## config.mk

```make
export PLATFORM = sky130hd
export DESIGN_NAME = orion_clk_chan_arb_flat
export DESIGN_NICKNAME = d
export VERILOG_FILES = /design/src/rtl/orion_clk_chan_arb_if.sv /design/src/rtl/orion_clk_chan_arb.sv /design/src/flat_wrapper.sv
export SDC_FILE = /design/constraint.sdc
export NUM_CORES = 1
export LEC_CHECK = 0
export CORE_MARGIN = 2
export CORE_UTILIZATION = 35
export CTS_BUF_LIST = sky130_fd_sc_hd__clkbuf_8
export CTS_CLUSTER_DIAMETER = 40
export DETAILED_ROUTE_END_ITERATION = 10
export PLACE_DENSITY = 0.68
export SETUP_SLACK_MARGIN = 0.1
export SLEW_MARGIN = 25
export SYNTH_ARGS = -nofsm -noshare
export SYNTH_HDL_FRONTEND = slang
export SYNTH_SLANG_ARGS = --single-unit
```

## constraint.sdc

```tcl
create_clock -name i_clk -period 2.2 [get_ports i_clk]
set_input_delay 0.66 -clock i_clk [delete_from_list [all_inputs] [get_ports i_clk]]
set_output_delay 0.66 -clock i_clk [all_outputs]
set_load 0.01 [all_outputs]
```

## src/rtl/orion_clk_chan_arb_if.sv

```systemverilog
// Requester-side and 2-phase output-channel signals of orion_clk_chan_arb.
// The master modport is the arbiter's view; the slave modport is the environment's view.
interface orion_clk_chan_arb_if #(
  parameter int WIDTH = 8,
  parameter int NREQ  = 2
);
  logic [NREQ-1:0]       req_valid;
  logic [NREQ*WIDTH-1:0] req_data;
  logic [NREQ-1:0]       req_ready;
  logic                  out_req;
  logic                  out_ack;
  logic [WIDTH-1:0]      out_data;
  logic                  busy;
  logic                  timeout_err;

  modport master (
    input  req_valid, req_data, out_ack,
    output req_ready, out_req, out_data, busy, timeout_err
  );

  modport slave (
    output req_valid, req_data, out_ack,
    input  req_ready, out_req, out_data, busy, timeout_err
  );
endinterface

```

## src/rtl/orion_clk_chan_arb.sv

```systemverilog
// Round-robin arbiter feeding one 2-phase bundled-data channel from NREQ clocked requesters.
// Optional WAIT timeout flag is built only when ORION_CHAN_ARB_TIMEOUT_EN is defined.
//
// state  | meaning
// IDLE   | no word in flight; pick next valid requester from rr_ptr
// GRANT  | req_ready pulse to the winner; capture its data
// LAUNCH | out_data setup cycle; out_req toggles on exit
// WAIT   | wait for synchronized ack to match out_req
module orion_clk_chan_arb #(
  parameter int          WIDTH       = 8,
  parameter int          NREQ        = 2,
  parameter int          SYNC_STAGES = 2,
  parameter bit          REQ_INIT    = 1'b0,
  parameter logic [15:0] TIMEOUT_CYC = 16'd1024
) (
  input logic                  i_clk,
  input logic                  i_rst,
  orion_clk_chan_arb_if.master bus
);

  localparam int IDXW = (NREQ > 1) ? $clog2(NREQ) : 1;

  typedef enum logic [1:0] {
    S_IDLE   = 2'd0,
    S_GRANT  = 2'd1,
    S_LAUNCH = 2'd2,
    S_WAIT   = 2'd3
  } state_t;

  state_t                 r_state;
  state_t                 w_state_nxt;
  logic [IDXW-1:0]        r_gnt_idx;
  logic [IDXW-1:0]        r_rr_ptr;
  logic [SYNC_STAGES-1:0] r_ack_sync;
  logic                   r_out_req;
  logic [WIDTH-1:0]       r_out_data;
  logic [NREQ-1:0]        r_req_ready;
  logic                   w_ack_s;
  logic                   w_found;
  logic [IDXW-1:0]        w_pick;

  assign w_ack_s = r_ack_sync[SYNC_STAGES-1];

  // First valid requester at or above rr_ptr, wrapping modulo NREQ
  always_comb begin
    int j;
    j       = 0;
    w_found = 1'b0;
    w_pick  = '0;
    for (int k = 0; k < NREQ; k++) begin
      j = (int'(r_rr_ptr) + k) % NREQ;
      if (!w_found && bus.req_valid[IDXW'(j)]) begin
        w_found = 1'b1;
        w_pick  = IDXW'(j);
      end
    end
  end

  always_ff @(posedge i_clk or posedge i_rst) begin
    if (i_rst) r_state <= S_IDLE;
    else       r_state <= w_state_nxt;
  end

  always_comb begin
    w_state_nxt = r_state;
    case (r_state)
      S_IDLE:   if (w_found) w_state_nxt = S_GRANT;
      S_GRANT:  w_state_nxt = S_LAUNCH;
      S_LAUNCH: w_state_nxt = S_WAIT;
      S_WAIT:   if (w_ack_s == r_out_req) w_state_nxt = S_IDLE;
      default:  w_state_nxt = S_IDLE;
    endcase
  end

  always_ff @(posedge i_clk or posedge i_rst) begin
    if (i_rst) begin
      r_ack_sync <= {SYNC_STAGES{REQ_INIT}};
    end else begin
      r_ack_sync <= {r_ack_sync[SYNC_STAGES-2:0], bus.out_ack};
    end
  end

  always_ff @(posedge i_clk or posedge i_rst) begin
    if (i_rst) begin
      r_gnt_idx   <= '0;
      r_rr_ptr    <= '0;
      r_out_req   <= REQ_INIT;
      r_out_data  <= '0;
      r_req_ready <= '0;
    end else begin
      r_req_ready <= '0;
      case (r_state)
        S_IDLE: begin
          if (w_found) begin
            r_gnt_idx   <= w_pick;
            r_req_ready <= {{(NREQ-1){1'b0}}, 1'b1} << w_pick;
          end
        end
        S_GRANT:  r_out_data <= bus.req_data[r_gnt_idx*WIDTH +: WIDTH];
        S_LAUNCH: r_out_req  <= ~r_out_req;
        S_WAIT: begin
          if (w_ack_s == r_out_req) begin
            r_rr_ptr <= (r_gnt_idx == IDXW'(NREQ-1)) ? '0 : r_gnt_idx + 1'b1;
          end
        end
        default: ;
      endcase
    end
  end

  assign bus.req_ready = r_req_ready;
  assign bus.out_req   = r_out_req;
  assign bus.out_data  = r_out_data;
  assign bus.busy      = (r_state != S_IDLE);

`ifdef ORION_CHAN_ARB_TIMEOUT_EN
  logic [15:0] r_wait_cnt;
  logic        r_timeout_err;

  // The flag is sticky; the FSM keeps waiting and a late ack still completes the word
  always_ff @(posedge i_clk or posedge i_rst) begin
    if (i_rst) begin
      r_wait_cnt    <= '0;
      r_timeout_err <= 1'b0;
    end else if (r_state == S_LAUNCH) begin
      r_wait_cnt <= '0;
    end else if (r_state == S_WAIT) begin
      r_wait_cnt <= r_wait_cnt + 16'd1;
      if (r_wait_cnt + 16'd1 == TIMEOUT_CYC) r_timeout_err <= 1'b1;
    end
  end

  assign bus.timeout_err = r_timeout_err;
`else
  // Tied low; the limit parameter is still referenced so both builds share one parameter set
  assign bus.timeout_err = |(TIMEOUT_CYC & 16'h0000);
`endif

endmodule

```

## src/flat_wrapper.sv

```systemverilog
// flat-port wrapper written by rule: the top's interface ports become plain ports
module orion_clk_chan_arb_flat 
#(
  parameter int          WIDTH       = 8,
  parameter int          NREQ        = 2,
  parameter int          SYNC_STAGES = 2,
  parameter bit          REQ_INIT    = 1'b0,
  parameter logic [15:0] TIMEOUT_CYC = 16'd1024
)
  (i_clk, i_rst, bus_req_valid, bus_req_data, bus_out_ack, bus_req_ready, bus_out_req, bus_out_data, bus_busy, bus_timeout_err);
  orion_clk_chan_arb_if #(.WIDTH(WIDTH), .NREQ(NREQ)) bus_i ();
  input logic i_clk;
  input logic i_rst;
  input wire logic [$bits(bus_i.req_valid)-1:0] bus_req_valid;
  input wire logic [$bits(bus_i.req_data)-1:0] bus_req_data;
  input wire logic [$bits(bus_i.out_ack)-1:0] bus_out_ack;
  output wire logic [$bits(bus_i.req_ready)-1:0] bus_req_ready;
  output wire logic [$bits(bus_i.out_req)-1:0] bus_out_req;
  output wire logic [$bits(bus_i.out_data)-1:0] bus_out_data;
  output wire logic [$bits(bus_i.busy)-1:0] bus_busy;
  output wire logic [$bits(bus_i.timeout_err)-1:0] bus_timeout_err;
  assign bus_i.req_valid = bus_req_valid;
  assign bus_i.req_data = bus_req_data;
  assign bus_i.out_ack = bus_out_ack;
  assign bus_req_ready = bus_i.req_ready;
  assign bus_out_req = bus_i.out_req;
  assign bus_out_data = bus_i.out_data;
  assign bus_busy = bus_i.busy;
  assign bus_timeout_err = bus_i.timeout_err;
  orion_clk_chan_arb #(.WIDTH(WIDTH), .NREQ(NREQ), .SYNC_STAGES(SYNC_STAGES), .REQ_INIT(REQ_INIT), .TIMEOUT_CYC(TIMEOUT_CYC)) u_core (.i_clk(i_clk), .i_rst(i_rst), .bus(bus_i));
endmodule
```

==> results of run 1 <==
[power by group through the flow]
stage | Sequential, mW | Clock, mW | Combinational, mW
after floorplan | 0.565 | 0 | 0.422
after global placement | 0.568 | 0 | 0.700
after detailed placement | 0.574 | 0 | 0.716
after CTS | 0.561 | 0.230 | 0.749
after global routing | 0.580 | 0.245 | 0.841
final | 0.559 | 0.221 | 0.751
[final cells by class]
type | count | area, um2
flip-flops and latches | 17 | 425.4
multi-input cells | 44 | 329.1
clock buffers | 3 | 41.29
well taps | 28 | 35.03
inverters | 5 | 18.77
fillers | 212 | 984.7
clock inverters | 1 | 3.754
repair buffers | 34 | 331.6
[placed cells by master, fill, tap and decap left out, types with 3 or more instances in the layout]
cell type,count
nand2_1,3
ha_1,5
mux2i_1,8
inv_1,6
dfrtp_1,17
buf_4,3
clkdlybuf4s50_1,30
clkbuf_8,3
a21oi_1,8
nor2_1,10
[per-layer routing]
layer / vias up / share of wire / global-route usage
li1: 294 / - / -
met1: 293 / 0.39 / 0.1605
met2: 24 / 0.52 / 0.2329
met3: 4 / 0.071 / 0.03736
met4: 0 / 0.018 / 0.07895
met5: - / 0 / 0
[flip-flops by register name (all words and copies together) (netlist names)]
register              flops
u_core.r_rr_ptr           1
u_core.r_state            2
u_core.bus.out_data       8
u_core.r_gnt_idx          1
u_core.bus.out_req        1
u_core.bus.req_ready      2
u_core.r_ack_sync         2
[logic make-up (layout without fill, tap and decap cells)]
logic type | Yosys count | in the layout | synth area share
compound gates | 12 | 12 | 0.09606
xor+xnor | 2 | 2 | 0.03150
fa+ha+maj | 5 | 5 | 0.07874
buf+inv | 9 | 43 | 0.05040
flops | 17 | 17 | 0.5354
mux | 10 | 10 | 0.1339
other cells | 1 | 1 | 0.004720
simple gates | 14 | 14 | 0.06930
[worst paths after layout]
path,from,to,slack [ns],cells past startpoint
setup / recovery,u_core.r_state[0],bus_busy,0.24,4
hold / removal,u_core.r_ack_sync[0],u_core.r_ack_sync[1],0.37,0
setup reg to reg,u_core.r_state[0],u_core.r_state[1],0.77,4
hold reg to reg,u_core.r_ack_sync[0],u_core.r_ack_sync[1],0.37,0
max in group asynchronous,i_rst,u_core.bus.out_data[1],1.28,3
min in group asynchronous,i_rst,u_core.bus.out_data[7],0.74,3
[through the flow]
step	setup slack [ns]	std cells	hold slack, ns
after global placement	0.2347	126	0.3331
final	0.2360	132	0.3736
after detailed placement	0.2010	126	0.3490
after floorplan	0.7664	70	0.3312
after global routing	0.1335	132	0.3796
after CTS	0.2413	132	0.3640
[worst register-to-register path, delay by kind of cell, from the launching register on]
family | cells | cell delay (ns)
flops | 1 | 0.38
fa+ha+maj | 1 | 0.24
mux | 1 | 0.31
compound gates | 1 | 0.23
buf+inv | 1 | 0.14
[what timing repair did]
item                                    in CTS  in global routing
resized for setup                            1                  0
buffers inserted                             2                  0
endpoints found under the setup margin       1                  0
==> run metrics, run 1 <==
outcome=complete, no violations; Power per Cell Area=1292 nW/um2; CTS Buffer Depth=2; leakage=0.5417 nW; Placed Area=1126 um2; Worst-Skew Late Latency=0.24 ns; largest area contributor in the netlist=dfrtp_1; share of layout cells above drive strength 1=0.09615; hold buffers post-CTS=0; die width=51.65 um; full die area=2667 um2; cell area after layout=1185 um2; Crit Path Class=reg2out; vias in the first global route=627; antenna cell count=0; DR WL/cell=11.90 um; startpoint types=register; drt pass-1 iters=4; RSZ-0062 raised after global routing=false; Pint=0.9915 mW; EDFF count, synth=0; Layout Nets=131; largest net degree at the start of global routing=18; GRT Util Overall=0.1394; sw frac=0.3521; max cap viols=0; number of synthesized register bits=17; number of routed nets with antenna violations=0; ranking of synthesized cells by area=dfrtp_1 54%, mux2i_1 10%, ha_1 7.9%; crit path cell chain=inv_1 > ha_1 > inv_1 > dlygate4sd2_1; # clock sinks=17; grt total ovfl=0; Finish-stage setup viols=0; Starting Density=0.3662; Hold Violations, Final=0; area delta synth->final=49.13%; clk_skew=0.001265 ns; Remaining DRCs=0; DRT Wirelength=1571 um; top cells by count, synth=17 x dfrtp_1, 10 x nor2_1, 8 x a21oi_1, 8 x mux2i_1; most frequent cell after synthesis=dfrtp_1; synthesized net count=96; initial antenna violation count=0; Std-Cell Rows=17; worst endpoint data arrival time=1.30 ns; Seq/Total Area, Yosys=0.5354; gp weighted congestion=0.7591; clock group share of total power=0.144; setup_tns=0 ns; Ys Warns=0; htree depth=1; Std-Cell Core Area=2170 um2; f_max=509.2 MHz; Period minus WS final=1.964 ns; dpl hpwl=1140 um; CTS tree=built; Via-to-Cell Ratio=4.659; global-route wire length before repair=2691 um; Max stage delay on crit path=0.38 ns; CP delay by family, top=buffers and inverters; Final Max Slew Viols=0; I/O Pins=34; slowest stage cell, crit path=dfrtp_1; CP endpoint kind=output port; Seq pwr share=0.365; Worst Tran Pin Value=0.5298 ns; clk slew on worst S/H paths=0.06 ns; final total power=1.530 mW; Combinational Power Share=0.491; Hold Path Class=reg2reg; Worst VDD drop=568.5 uV; Final Core Density=0.5461; Die Y-Extent=51.65 um; Syn Inst Count=70; Post-synth ARST share=1.000; DRT iter0 DRCs=7; number of distinct library cells after synthesis=20; Switch Pwr=0.5387 mW; Top FF cell, synth=dfrtp_1; share of the synthesized area in the top cell type=0.5354; Worst path most repeated cell=inv_1; clk root buf=clkbuf_8; Mapped Area=794.5 um2; CP Buf/Inv Count=3; syn avg cell area=11.35 um2; max_slew headroom=0.6468; critical path required time=1.54 ns; crit-path max FO=3; CTS buffer count=3; detailed-route via count=615; Buffers on Ports=31; crit share post-route=0.8927
No activity file was read; power rests on OpenSTA's default activity.
==> run 2, diff against run 1 <==
--- a/config.mk
+++ b/config.mk
@@ -5,7 +5,7 @@
 export SDC_FILE = /design/constraint.sdc
 export NUM_CORES = 1
 export LEC_CHECK = 0
-export CORE_MARGIN = 2
+export CORE_MARGIN = 5
 export CORE_UTILIZATION = 35
 export CTS_BUF_LIST = sky130_fd_sc_hd__clkbuf_8
 export CTS_CLUSTER_DIAMETER = 40
==> run 2 against run 1 <==
Critical path depth stayed put; clock skew is 0.0049 ns higher; worst setup slack worse by 0.011 ns.
==> run metrics, run 2 (same netlist as run 1, synthesis figures left out) <==
outcome=complete, no violations; RSZ-0062 raised after global routing=false; Non-Filler Instances=130 (-1.5%); Starting Density=0.3626 (-0.003555); critical path required time=1.54 ns (about the same); drt pass-1 iters=3 (-1); CTS buffer count=3 (unchanged); Power per Cell Area=1300 nW/um2 (+0.64%); clk slew on worst S/H paths=0.07 ns (about the same); Hold Path Class=reg2reg; Reg-to-Reg Start=u_core.r_state[1]; area delta synth->final=47.40%; Worst path most repeated cell=inv_1; antenna cell count=0 (unchanged); detailed-route via count=599 (-2.6%); CTS tree=built; htree depth=1 (unchanged); dpl hpwl=1277 um (+12%); reg2reg end=u_core.r_state[1]; Combinational Power Share=0.478 (-0.013); DRT iter0 DRCs=4 (-3); CP endpoint kind=output port; max_slew headroom=0.5953 (-0.05157); Worst-Skew Late Latency=0.26 ns (+0.02 ns); Via-to-Cell Ratio=4.608 (-1.1%); clock group share of total power=0.154 (+0.010); vias in the first global route=634 (+1.1%); Worst VDD drop=645.1 uV (+13%); Die Y-Extent=57.65 um (+12%); Largest register FFs=8 (unchanged); Switch Pwr=0.5417 mW (+0.54%); clk_skew=0.006164 ns (+0.004899 ns); dpl cells=125 (-0.79%); crit-path max FO=4 (+1); FF-to-FF setup slack=0.81 ns (+0.04 ns); CP Buf/Inv Count=3 (unchanged); I/O Pins=34 (unchanged); Pint=0.9806 mW (-1.1%); die width=57.65 um (+12%); CP startpoint=u_core.r_state[1]; Period minus WS final=1.975 ns (+0.01117 ns); grt total ovfl=0 (unchanged); max cap viols=0 (unchanged); commonest non-fill, non-tap cell in the layout=clkdlybuf4s50_1; crit share post-route=0.8978 (+0.005079); startpoint types=register; f_max=506.3 MHz (-0.57%); largest net degree at the start of global routing=18 (unchanged); Critical Path Sink=bus_busy; Std-Cell Rows=17 (unchanged); Finish-stage setup viols=0 (unchanged); GRT Util Overall=0.1069 (-0.03251); Buffers on Ports=31 (unchanged); crit path cell chain=inv_1 > ha_1 > inv_1 > dlygate4sd2_1; Std-Cell Core Area=2191 um2 (+0.98%); Max stage delay on crit path=0.41 ns (+0.03 ns); fill count=205 (-3.3%); # clock sinks=17 (unchanged); share of layout cells above drive strength 1=0.08824 (-0.007919); worst endpoint data arrival time=1.32 ns (+0.02 ns); setup_tns=0 ns (unchanged); DR WL/cell=12.39 um (+4.1%); CTS Buffer Depth=2 (unchanged); global-route wire length before repair=2691 um (unchanged); hold buffers post-CTS=0 (unchanged); Layout Nets=129 (-1.5%); CP delay by family, top=buffers and inverters; Crit Path Class=reg2out; Seq pwr share=0.367 (+0.002); Remaining DRCs=0 (unchanged); Final Max Slew Viols=0 (unchanged); Hold Violations, Final=0 (unchanged); number of routed nets with antenna violations=0 (unchanged); full die area=3323 um2 (+25%); Worst Tran Pin Value=0.6065 ns (+0.07669 ns); leakage=0.5307 nW (-2.0%); slowest stage cell, crit path=dfrtp_1; most frequent cells in the layout=30 x clkdlybuf4s50_1, 17 x dfrtp_1, 10 x nor2_1, 8 x mux2i_1, 8 x a21oi_1; Levels on crit path=4 (unchanged); R2R cell count=5 (+1); DRT Wirelength=1611 um (+2.5%); initial antenna violation count=0 (unchanged); gp weighted congestion=0.6844 (-9.8%); sw frac=0.3558 (+0.003783); clk root buf=clkbuf_8
run 2: cell count changes in the layout (fill, tap and decap cells not counted), sizes merged:
cell / before / now
clkinv: 0 / 1
buf: 3 / 1
inv: 6 / 5
run 2: how the worst min path moves through the flow:
stage | cells past startpoint | endpoint | start | slack [ns]
3_5_place_dp | 0 | u_core.r_ack_sync[1] | u_core.r_ack_sync[0] | 0.34
6_report | 0 | u_core.r_ack_sync[1] | u_core.r_ack_sync[0] | 0.35
2_1_floorplan | 0 | u_core.r_ack_sync[1] | u_core.r_ack_sync[0] | 0.33
5_1_grt | 0 | u_core.r_ack_sync[1] | u_core.r_ack_sync[0] | 0.35
3_3_place_gp | 0 | u_core.r_ack_sync[1] | u_core.r_ack_sync[0] | 0.33
4_1_cts | 0 | u_core.r_ack_sync[1] | u_core.r_ack_sync[0] | 0.35
run 2: repair_timing:
| item | CTS | global route |
|---|---|---|
| setup buffers | 1 | 0 |
| resized for setup | 1 | 0 |
| endpoints found under the setup margin | 1 | 0 |
run 2: metrics by stage:
stage / power (mW) / instance area [um2] / worst slack, ns / hold WS, ns / util
after floorplan: 0.9869 / 794.5 / 0.7664 / 0.3312 / -
after global placement: 1.273 / 1119 / 0.2401 / 0.3320 / 0.5106
after detailed placement: 1.305 / 1119 / 0.1961 / 0.3356 / 0.5106
after CTS: 1.548 / 1171 / 0.2063 / 0.3511 / 0.5346
after global routing: 1.635 / 1171 / 0.1377 / 0.3544 / 0.5346
final: 1.522 / 1171 / 0.2249 / 0.3490 / 0.5346
run 2: per-layer routing:
metal / track usage / vias to the layer above / wire length [um] / share of wire
li1: - / 295 / - / -
met1: 0.1144 / 276 / 614 / 0.38
met2: 0.1823 / 25 / 780 / 0.48
met3: 0.04454 / 3 / 183 / 0.11
met4: 0.04967 / 0 / 33 / 0.020
met5: 0 / - / 0 / 0
run 2: final cells by class:
cell class / count / area (um2) / share of cell area
flip-flops and latches: 17 / 425.4 / 0.3632
clock buffers: 3 / 41.29 / 0.03526
well taps: 28 / 35.03 / 0.02991
inverters: 5 / 18.77 / 0.01603
repair buffers: 32 / 316.6 / 0.2703
clock inverters: 1 / 5.005 / 0.004274
multi-input cells: 44 / 329.1 / 0.2810
run 2: power groups by stage:
| stage | sequential (mW) | combinational [mW] | clock, mW |
|---|---|---|---|
| 6_report | 0.559 | 0.728 | 0.235 |
| 5_1_grt | 0.586 | 0.803 | 0.246 |
| 4_1_cts | 0.566 | 0.743 | 0.239 |
| 3_5_place_dp | 0.576 | 0.729 | 0 |
| 3_3_place_gp | 0.568 | 0.705 | 0 |
| 2_1_floorplan | 0.565 | 0.422 | 0 |
==> run 3, diff against run 2 <==
--- a/config.mk
+++ b/config.mk
@@ -5,6 +5,7 @@
 export SDC_FILE = /design/constraint.sdc
 export NUM_CORES = 1
 export LEC_CHECK = 0
+export CORE_ASPECT_RATIO = 0.8
 export CORE_MARGIN = 5
 export CORE_UTILIZATION = 35
 export CTS_BUF_LIST = sky130_fd_sc_hd__clkbuf_8
==> run 3 against run 2 <==
Combinational power decreased by 2%; highest routed layer is now met3; cell count shrank 2.3%; critical endpoint unchanged; register-to-register slack got worse by 0.04 ns; largest cell class unchanged; critical path depth did not move; core utilization is 0.63 points higher; sequential share of layout area grew 0.12 points; worst setup slack got worse by 0.0090 ns; via count fell by 2.8%.
==> run metrics, run 3 (same netlist as run 1, synthesis figures left out) <==
Critical Path Sink=bus_busy; share of layout cells above drive strength 1=0.08824 (unchanged); global-route wire length before repair=2753 um (+2.3%); # clock sinks=17 (unchanged); FF-to-FF setup slack=0.77 ns (-0.04 ns); Die Y-Extent=52.62 um (-8.7%); commonest non-fill, non-tap cell in the layout=clkdlybuf4s50_1; antenna cell count=0 (unchanged); DR WL/cell=13.11 um (+5.8%); max cap viols=0 (unchanged); Power per Cell Area=1287 nW/um2 (-1.0%); R2R cell count=5 (unchanged); startpoint types=register; Starting Density=0.3681 (+0.005466); Non-Filler Instances=127 (-2.3%); hold buffers post-CTS=0 (unchanged); detailed-route via count=582 (-2.8%); fill count=202 (-1.5%); clk root buf=clkbuf_8; WHS Path Cells=0 (unchanged); initial antenna violation count=0 (unchanged); f_max=504.0 MHz (-0.45%); RSZ-0062 raised after global routing=false; gp weighted congestion=0.7445 (+8.8%); Worst VDD drop=735.5 uV (+14%); reg2reg end=u_core.r_state[1]; dpl hpwl=1349 um (+5.7%); Std-Cell Core Area=2158 um2 (-1.5%); drt pass-1 iters=2 (-1); worst endpoint data arrival time=1.32 ns (about the same); Remaining DRCs=0 (unchanged); htree depth=1 (unchanged); CTS Buffer Depth=2 (unchanged); Worst-Skew Late Latency=0.25 ns (about the same); DRT iter0 DRCs=6 (+2); worst hold margin=0.3560 ns (+0.007034 ns); Layout Nets=129 (unchanged); Reg-to-Reg Start=u_core.r_state[0]; Final Max Slew Viols=0 (unchanged); CP endpoint kind=output port; number of routed nets with antenna violations=0 (unchanged); leakage=0.5307 nW (about the same); max_slew headroom=0.6374 (+0.04216); Std-Cell Rows=15 (-2); critical path required time=1.54 ns (about the same); final setup margin=0.2159 ns (-0.008961 ns); crit-path max FO=4 (unchanged); clk_skew=0.002873 ns (-0.003291 ns); dpl cells=123 (-1.6%); Final Core Density=0.5409 (+0.006318); clk slew on worst S/H paths=0.06 ns (about the same); GRT Util Overall=0.1073 (+0.0004150); grt total ovfl=0 (unchanged); Buffers on Ports=31 (unchanged); full die area=3329 um2 (+0.18%); cell area after layout=1167 um2 (-0.32%); most frequent cells in the layout=30 x clkdlybuf4s50_1, 17 x dfrtp_1, 10 x nor2_1, 8 x mux2i_1, 8 x a21oi_1; die width=63.27 um (+9.8%); largest net degree at the start of global routing=18 (unchanged); Placement Setup Slack=0.2115 ns (+0.01541 ns); setup_tns=0 ns (unchanged); Largest register FFs=8 (unchanged); Hold Path Class=reg2reg; crit share post-route=0.9019 (+0.004073); Via-to-Cell Ratio=4.583 (-0.54%); Finish-stage setup viols=0 (unchanged); CP startpoint=u_core.r_state[0]; Period minus WS final=1.984 ns (+0.008961 ns); Worst Tran Pin Value=0.5439 ns (-0.06257 ns); outcome=complete, no violations; CTS tree=built; Hold Violations, Final=0 (unchanged); vias in the first global route=578 (-8.8%); area delta synth->final=46.93%; Crit Path Class=reg2out; final total power=1.502 mW (-1.3%); CTS buffer count=3 (unchanged); I/O Pins=34 (unchanged); Placed Area=1122 um2 (+0.34%); DRT Wirelength=1665 um (+3.4%)
run 3: cell counts in the layout (fill, tap and decap cells not counted):
Identical to the previous run, type by type.
run 3: what timing repair did:
action / in CTS / in global routing
buffers inserted: 0 / 0
gates resized for setup: 1 / 0
endpoints found under the setup margin: 1 / 0
run 3: power by group:
part,internal (mW),switching (mW)
registers,0.445,0.122
logic,0.400,0.311
clock network,0.125,0.0992
total,0.970,0.532
run 3: area by class of cell:
cell class,count,area [um2],share of cell area
flip-flops and latches,17,425.4,0.3644
multi-input cells,44,329.1,0.2819
repair buffers,32,316.6,0.2712
clock buffers,3,41.29,0.03537
well taps,25,31.28,0.02680
inverters,5,18.77,0.01608
clock inverters,1,5.005,0.004287
run 3: critical path, stage by stage (launching register included):
cell and delay (ns):
dfrtp_1 0.40, inv_1 0.12, ha_1 0.20, inv_1 0.07, dlygate4sd2_1 0.28
run 3: how the worst min path moves through the flow:
stage	from	endpoint
CTS	u_core.r_ack_sync[0]	u_core.r_ack_sync[1]
floorplan	u_core.r_ack_sync[0]	u_core.r_ack_sync[1]
finish	u_core.r_ack_sync[0]	u_core.r_ack_sync[1]
global route	u_core.r_ack_sync[0]	u_core.r_ack_sync[1]
global placement	u_core.r_ack_sync[0]	u_core.r_ack_sync[1]
detailed placement	u_core.r_ack_sync[0]	u_core.r_ack_sync[1]
run 3: metal layers:
metal / part of all wire / track usage / routed length, um
met3: 0.11 / 0.06652 / 191
met1: 0.41 / 0.1139 / 686
met2: 0.47 / 0.1894 / 787
met5: 0 / 0 / 0
met4: 0 / 0.01038 / 0
